--- src/rtl/compare_arbiter_pkg.sv ---
// Shared definitions for the compare arbiter: result bit positions, result type
// and the default requester count.
package compare_arbiter_pkg;

  localparam int CMP_GT = 2;
  localparam int CMP_EQ = 1;
  localparam int CMP_LT = 0;

  localparam int N_REQ_DEFAULT = 4;

  typedef logic [2:0] cmp_t;

endpackage

--- src/rtl/comparator4.sv ---
// 4-bit magnitude comparator; exactly one of {gt,eq,lt} is set in c.
module comparator4
  import compare_arbiter_pkg::*;
(
  input  logic [3:0] a,
  input  logic [3:0] b,
  output cmp_t       c
);

  always_comb begin
    c         = '0;
    c[CMP_GT] = (a > b);
    c[CMP_EQ] = (a == b);
    c[CMP_LT] = (a < b);
  end

endmodule

--- src/rtl/compare_arbiter_rr_arbiter.sv ---
// Combinational round-robin picker: first set request at or after ptr, with wrap,
// returned as a one-hot grant plus its encoded index.
module rr_arbiter #(
  parameter int N   = 4,
  parameter int IDW = 2
) (
  input  logic [N-1:0]   req,
  input  logic [IDW-1:0] ptr,
  output logic [N-1:0]   grant,
  output logic [IDW-1:0] grant_idx,
  output logic           grant_valid
);

  int             j;
  logic [IDW-1:0] jj;

  always_comb begin
    grant       = '0;
    grant_idx   = '0;
    grant_valid = 1'b0;
    j           = 0;
    jj          = '0;
    for (int k = 0; k < N; k++) begin
      j = int'(ptr) + k;
      if (j >= N) begin
        j = j - N;
      end
      jj = IDW'(j);
      if (!grant_valid && req[jj]) begin
        grant_valid = 1'b1;
        grant[jj]   = 1'b1;
        grant_idx   = jj;
      end
    end
  end

endmodule

--- src/rtl/compare_arbiter.sv ---
// Round-robin sharing of one comparator4 among N_REQ requesters with a single
// registered, id-tagged result slot. Optional grant counters: CMP_STATS_EN.
module compare_arbiter
  import compare_arbiter_pkg::*;
#(
  parameter int N_REQ = N_REQ_DEFAULT,
  parameter int IDW   = $clog2(N_REQ)
) (
  input  logic                 clk,
  input  logic                 rst,
  input  logic [N_REQ-1:0]     req_valid,
  input  logic [4*N_REQ-1:0]   req_a,
  input  logic [4*N_REQ-1:0]   req_b,
  output logic [N_REQ-1:0]     req_ready,
  output logic                 rsp_valid,
  output logic [IDW-1:0]       rsp_id,
  output logic [2:0]           rsp_cmp,
  input  logic                 rsp_ready
`ifdef CMP_STATS_EN
  ,
  output logic [8*N_REQ-1:0]   stat_grants
`endif
);

  logic           rsp_valid_q, rsp_valid_d;
  logic [IDW-1:0] rsp_id_q, rsp_id_d;
  cmp_t           rsp_cmp_q, rsp_cmp_d;
  logic [IDW-1:0] rr_ptr_q, rr_ptr_d;

  logic [3:0]       a_arr [N_REQ];
  logic [3:0]       b_arr [N_REQ];
  logic             free;
  logic [N_REQ-1:0] grant;
  logic [IDW-1:0]   grant_idx;
  logic             accept;
  logic [3:0]       a_sel, b_sel;
  cmp_t             cmp_c;

  generate
    for (genvar gi = 0; gi < N_REQ; gi++) begin : g_unpack
      assign a_arr[gi] = req_a[4*gi +: 4];
      assign b_arr[gi] = req_b[4*gi +: 4];
    end
  endgenerate

  // A pop and a new accept may share an edge, so the slot counts as free
  // whenever the consumer is taking the held result.
  assign free = !rsp_valid_q || rsp_ready;

  rr_arbiter #(
    .N   (N_REQ),
    .IDW (IDW)
  ) u_rr_arbiter (
    .req         (req_valid & {N_REQ{free}}),
    .ptr         (rr_ptr_q),
    .grant       (grant),
    .grant_idx   (grant_idx),
    .grant_valid (accept)
  );

  assign req_ready = grant;
  assign a_sel     = a_arr[grant_idx];
  assign b_sel     = b_arr[grant_idx];

  comparator4 u_comparator4 (
    .a (a_sel),
    .b (b_sel),
    .c (cmp_c)
  );

  always_comb begin
    rsp_valid_d = rsp_valid_q;
    rsp_id_d    = rsp_id_q;
    rsp_cmp_d   = rsp_cmp_q;
    rr_ptr_d    = rr_ptr_q;
    if (accept) begin
      rsp_valid_d = 1'b1;
      rsp_id_d    = grant_idx;
      rsp_cmp_d   = cmp_c;
      rr_ptr_d    = (grant_idx == IDW'(N_REQ - 1)) ? '0 : grant_idx + IDW'(1);
    end else if (rsp_ready) begin
      rsp_valid_d = 1'b0;
    end
  end

  always_ff @(posedge clk) begin
    if (rst) begin
      rsp_valid_q <= 1'b0;
      rsp_id_q    <= '0;
      rsp_cmp_q   <= '0;
      rr_ptr_q    <= '0;
    end else begin
      rsp_valid_q <= rsp_valid_d;
      rsp_id_q    <= rsp_id_d;
      rsp_cmp_q   <= rsp_cmp_d;
      rr_ptr_q    <= rr_ptr_d;
    end
  end

  assign rsp_valid = rsp_valid_q;
  assign rsp_id    = rsp_id_q;
  assign rsp_cmp   = rsp_cmp_q;

`ifdef CMP_STATS_EN
  logic [7:0] stat_q [N_REQ];

  generate
    for (genvar gi = 0; gi < N_REQ; gi++) begin : g_stats
      always_ff @(posedge clk) begin
        if (rst) begin
          stat_q[gi] <= '0;
        end else if (grant[gi] && (stat_q[gi] != 8'hFF)) begin
          stat_q[gi] <= stat_q[gi] + 8'd1;
        end
      end
      assign stat_grants[8*gi +: 8] = stat_q[gi];
    end
  endgenerate
`endif

endmodule

--- config.mk ---
export PLATFORM = sky130hd
export DESIGN_NAME = compare_arbiter
export DESIGN_NICKNAME = d
export VERILOG_FILES = /design/src/rtl/compare_arbiter_pkg.sv /design/src/rtl/comparator4.sv /design/src/rtl/compare_arbiter_rr_arbiter.sv /design/src/rtl/compare_arbiter.sv
export SDC_FILE = /design/constraint.sdc
export NUM_CORES = 1
export LEC_CHECK = 0
export ABC_AREA = 0
export CAP_MARGIN = 20
export CORE_UTILIZATION = 44
export CTS_CLUSTER_DIAMETER = 100
export CTS_CLUSTER_SIZE = 28
export DETAILED_ROUTE_END_ITERATION = 12
export PLACE_DENSITY_LB_ADDON = 0.1
export REMOVE_ABC_BUFFERS = 1
export SLEW_MARGIN = 20
export SYNTH_ARGS = -nofsm -noshare
export SYNTH_HDL_FRONTEND = slang
export SYNTH_SLANG_ARGS = --single-unit
--- constraint.sdc ---
create_clock -name clk -period 10.8 [get_ports clk]
set_input_delay 2.16 -clock clk [delete_from_list [all_inputs] [get_ports clk]]
set_output_delay 2.16 -clock clk [all_outputs]
set_load 0.03 [all_outputs]
Word-level counts from Yosys, hierarchy flattened. Index checks and enable logic that the tools add are counted.

Output and inout bits: 10. Word-level logic and storage cells: 88. Input bits: 39. Bits in registers: 8.

Reduce and logical (&&, ||, !) cells: 13. $add $sub $neg: 8. Order comparisons: 15. Mux-type cells: 41. Equal/unequal tests: 2. Bitwise logic cells: 5.

Operators by type and width (number): 4-bit 2-to-1 mux (8); 2-bit 2-to-1 mux (9); 4-bit binary-select mux with 2-bit select (2); 1-bit 2-to-1 mux (14); 3-bit >= comparator (second input constant) (4); 2-bit by 3-bit < comparator with 1-bit output (second input constant) (4); 4-bit bitwise OR (3); 1-bit binary-select mux with 2-bit select (4); 1-bit demux with 2-bit select (4); 2-bit by 1-bit >= comparator with 1-bit output (second input constant) (4); 2-bit by 1-bit subtractor with 2-bit output (second input constant) (4); 1-bit logical AND (7); 2-bit by 2-bit adder with 3-bit output (second input constant) (2); 4-bit bitwise AND (1); 4-bit == test (1); 4-bit greater-than comparator (1); 1-bit logical NOT (4); 4-bit < comparator (1); 2-bit by 1-bit adder with 3-bit output (second input constant) (1); 2-bit by 3-bit >= comparator with 1-bit output (second input constant) (1); 2-bit NOT with 3-bit output (1); 2-bit by 1-bit adder with 2-bit output (second input constant) (1); 2-bit == test (second input constant) (1); 2-bit nonzero test (1); 1-bit logical OR (1).

Logic depth before layout (Yosys ltp).
Depth after elaboration: 20. Gate-level depth with buffers: 16. Mapped depth without buffers: 13.

By module. Synthesis repeated with hierarchy kept, for this count alone.

Cell total of the unflattened synthesis: 104. Area total of the unflattened synthesis: 1073.5 sq um.

Modules (own cells, without submodules): compare_arbiter (sequential area each 160.2 sq um, cells each 43, area each 523.0 sq um, times used 1); rr_arbiter (sequential area each 0.0 sq um, cells each 45, area each 421.7 sq um, times used 1); comparator4 (sequential area each 0.0 sq um, cells each 16, area each 128.9 sq um, times used 1).

Worst setup path before layout. Ideal clock, no wire load.

Kind: input-to-output. Start point: input port req_valid[2]. End point: output port req_ready[0]. Arrival time: 3.454 ns. Path buffers: 0. Cell stages on the path: 5. Setup slack: 5.186 ns. Data required time: 8.640 ns. Cell sequence: nand2b_1 -> mux4_2 -> nor4_1 -> nand2_1 -> nand2_1.

Cells in the longest elaborated chain, start to end: 13. Elaborated cells on any way between the ends: 25. Classes of those cells: mux: 15; bitwise: 4; reduce/logical: 6.

Ends and longest elaborated chain: start, declared (RTL line compare_arbiter.sv:11) `input logic [N_REQ-1:0] req_valid,`; 4-bit bitwise AND (*) (RTL line compare_arbiter.sv:54) `.req (req_valid & {N_REQ{free}}),`; 1-bit binary-select mux with 2-bit select (RTL line compare_arbiter_rr_arbiter.sv:29) `if (!grant_valid && req[jj]) begin`; 1-bit 2-to-1 mux (implied by the code) (RTL line compare_arbiter_rr_arbiter.sv:29); 1-bit 2-to-1 mux (RTL line compare_arbiter_rr_arbiter.sv:29); 1-bit logical NOT (RTL line compare_arbiter_rr_arbiter.sv:29); 1-bit logical AND (RTL line compare_arbiter_rr_arbiter.sv:29); 1-bit 2-to-1 mux (RTL line compare_arbiter_rr_arbiter.sv:29); 1-bit logical NOT (RTL line compare_arbiter_rr_arbiter.sv:29); 1-bit logical AND (RTL line compare_arbiter_rr_arbiter.sv:29); 1-bit 2-to-1 mux (RTL line compare_arbiter_rr_arbiter.sv:29); 1-bit logical NOT (RTL line compare_arbiter_rr_arbiter.sv:29); 1-bit logical AND (RTL line compare_arbiter_rr_arbiter.sv:29); 4-bit 2-to-1 mux (*) (RTL line compare_arbiter_rr_arbiter.sv:29); end, declared (RTL line compare_arbiter.sv:14) `output logic [N_REQ-1:0] req_ready,`.

Mark *: on every way between the ends. The rest lies on a longest branch, timed or not. The select of a mux whose other input is x is not followed.

Final worst setup path.
Start point: input port req_valid[0]. End point: output port req_ready[3].

The elaborated chain is that of the path after synthesis.

==> summary.md <==
| Metric | Value |
|---|---|
| Setup Skew | `4.41 ps` |
| Hpwl dp | `2.01 mm` |
| Nets | `210` |
| R2r worst-path depth | `13` |
| Number of synthesized register bits | `8` |
| Hold depth | `2` |
| Largest stage delay, worst path | `660 ps` |
| CTS Root Cell | `clkbuf_4` |
| Ranking of synthesized cells by area | `mux2i_1 (20%), dfxtp_1 (15%), ha_1 (9.5%)` |
| Maxcap violations | `0` |
| Hold Worst Slack | `453 ps` |
| Peak VDD IR | `approximately 0.16 mV` |
| Synthesized instance count | `115` |
| Worst flop-to-flop path startpoint | `rr_ptr_q[0]` |
| Post-Route Setup TNS | `0 ps` |
| Post-CTS Resized | `0` |
| Placed Instance Area | `1550 um^2` |
| Hold Crit Class | `reg -> reg` |
| Synth warn | `0` |
| Number of CTS-inserted buffers | `3` |
| Postcts setup bufs | `0` |
| DRC | `0` |
| Total global routing overflow | `0` |
| Vias in the first global route | `roughly 1000` |
| CP required | `8640 ps` |
| Critical path fanouts, max | `9` |
| P per Cell Area | `between 200 and 250 nW/um^2` |
| CP delay by family, top | `buffers and inverters` |
| Status | `finished, final reports clean` |
| Crit-path cells | `clkdlybuf4s50_1, nand2b_1, mux4_2, nor4_1, nand2_1, nand2_1, clkdlybuf4s50_1` |
| RR Endpoint | `rsp_cmp[2]` |
| Worst path slowest cell | `clkdlybuf4s50_1` |
| Global-route wire length before repair | `~4.2 mm` |
| Final hold vios | `0` |
| Synth cell types | `32` |
| Type of origin of the critical path | `input pin` |
| Ys flop type | `dfxtp_1` |
| Clk sinks | `8` |
| Final period util | `63.6%` |
| F_max | `146 MHz` |
| RSZ-0062 raised after global routing | `false` |
| Synth area leader | `mux2i_1` |
| Hold buffer count at cts | `0` |
| DRT Pass-1 Iters | `4` |
| Post-Syn Area | `1050 um^2` |
| Worst Hold End | `rsp_id[0]` |
| Post-synth EDFFs | `0` |
| Worst-skew pair later-pin latency | `250 ps` |
| Vias | `1065` |
| TritonCTS clock tree | `done` |
| Die height | `50.9 um` |
| Tot GR Track Use | `20.4%` |
| Final cell count without fillers | `189` |
| Syn Area/Cell | `slightly above 9 um^2` |
| Flop2flop setup slack | `around 6800 ps` |
| H-tree depth | `1` |
| Worst Path Arrival | `4710 ps` |
| Worst hold start | `rsp_id[0]` |
| Setup Crit Path Kind | `in -> out` |
| Antenna viol nets, final | `0` |
| Die Wd | `50.9 um` |
| Static leakage | `between 0.6 and 0.7 nW` |
| Starting Density | `47.1%` |
| RD Place Congestion | `0.839` |
| Top-count cell post-synth | `mux2i_1` |
| Endpoint class of the critical path | `primary output` |
| Clock transition at the registers of the reported paths | `~50 ps` |
| Sequential-to-total area share from yosys stat | `15.2%` |
| Top cells by count, synth | `mux2i_1 (21), nand2_1 (13), dfxtp_1 (8), ha_1 (8), nand2b_1 (8)` |
| Count of final setup violators | `0` |
| DIE AREA | `2590 um^2` |
| DR WL/cell | `12.9 um` |
| Minimum clock period | `between 6000 and 7000 ps` |
| Vias per cell | `5.63` |
| Actual slew at the worst max-slew pin | `602 ps` |
| Largest net degree at the start of global routing | `20` |
| Slew headroom | `~60%` |
| Top-area cell type share of the netlist area | `20.0%` |
| Critical path buffers and inverters | `2` |
| Layout area overhead | `50.3%` |
| Ant. Diodes | `0` |
| Final Instance Area | `approximately 1600 um^2` |
| Routed WL | `2.44 mm` |
| Core Area | `2230 um^2` |
| Final Max Slew Viols | `0` |
| DR iter-0 viols | `23` |
| Ports | `between 40 and 50` |
| Ys async rst share | `0%` |
| Share of layout cells above drive strength 1 | `10.6%` |
| Port buffer count | `48` |
| Row cnt | `17` |
| Initial antenna violation count | `0` |
| Clk buf depth | `2` |
| Placed cell count | `185` |
[layer usage]
metal	global-route usage [%]	vias up	part of all wire (%)
met5	0	-	0
met4	4.17	0	0.86
met3	2.08	3	6.5
met2	39.9	40	51
met1	23.4	494	41
li1	-	528	-
[metrics by stage]
| stage | util, % | total power [mW] | setup slack (ps) |
|---|---|---|---|
| 6_report | 70.8 | 0.351 | 3930 |
| 3_3_place_gp | 69.3 | 0.322 | 4000 |
| 4_1_cts | 70.3 | 0.352 | 3940 |
| 3_5_place_dp | 69.3 | 0.329 | 3950 |
| 5_1_grt | 70.8 | 0.380 | 3710 |
| 2_1_floorplan | - | 0.248 | 4730 |
[cell type report]
type	instances	area (um^2)
clock buffers	3	22.5
fillers	194	652
inverters	2	7.51
multi-input cells	98	857
flip-flops and latches	8	160
well taps	28	35.0
repair buffers	50	499
[cells in the final DEF, fill, tap and decap left out, types with 2 or more instances in the layout]
master / n
nor4_1: 2
nand2b_1: 8
nor2_1: 6
mux2_1: 2
nand2_1: 13
mux2_4: 3
a21o_1: 2
mux4_2: 4
mux2i_1: 21
clkdlybuf4s50_1: 48
clkbuf_4: 3
ha_1: 8
and2_1: 2
a21oi_1: 6
a222oi_1: 4
o21a_1: 3
nor3_1: 2
nor2b_1: 3
dfxtp_1: 8
[worst max-delay path by stage]
| stage | slack, ps | from | end | cells past startpoint |
|---|---|---|---|---|
| after floorplan | 4730 | req_valid[3] | rsp_cmp[0] | 10 |
| after global placement | 4000 | req_valid[0] | req_ready[2] | 7 |
| after detailed placement | 3950 | req_valid[0] | req_ready[2] | 7 |
| after CTS | 3940 | req_valid[0] | req_ready[2] | 7 |
| after global routing | 3710 | req_valid[0] | req_ready[3] | 7 |
| final | 3930 | req_valid[0] | req_ready[3] | 7 |
[kinds of logic after synthesis]
logic type / count (synthesis) / share of synthesized area [%]
DFF: 8 / 15.2
muxes: 31 / 36.0
AOI/OAI and AO/OA: 21 / 15.5
buffers and inverters: 9 / 4.99
adders and majority gates: 8 / 9.51
and+or+nand+nor: 38 / 18.8
[tightest hold or removal path, cell delays in order (launching register included)]
cell	delay (ps)
dfxtp_1	300
nand2_1	50
a21oi_1	50
[flip-flops by register name, summed over array words and instances (netlist names)]
name	flops
rsp_id	2
rsp_valid	1
rr_ptr_q	2
rsp_cmp	3
[where the power goes]
group          switching, mW  internal, mW
clock                0.00899        0.0126
sequential            0.0117        0.0391
combinational          0.137         0.142
Power figures use the tool's default switching activity.
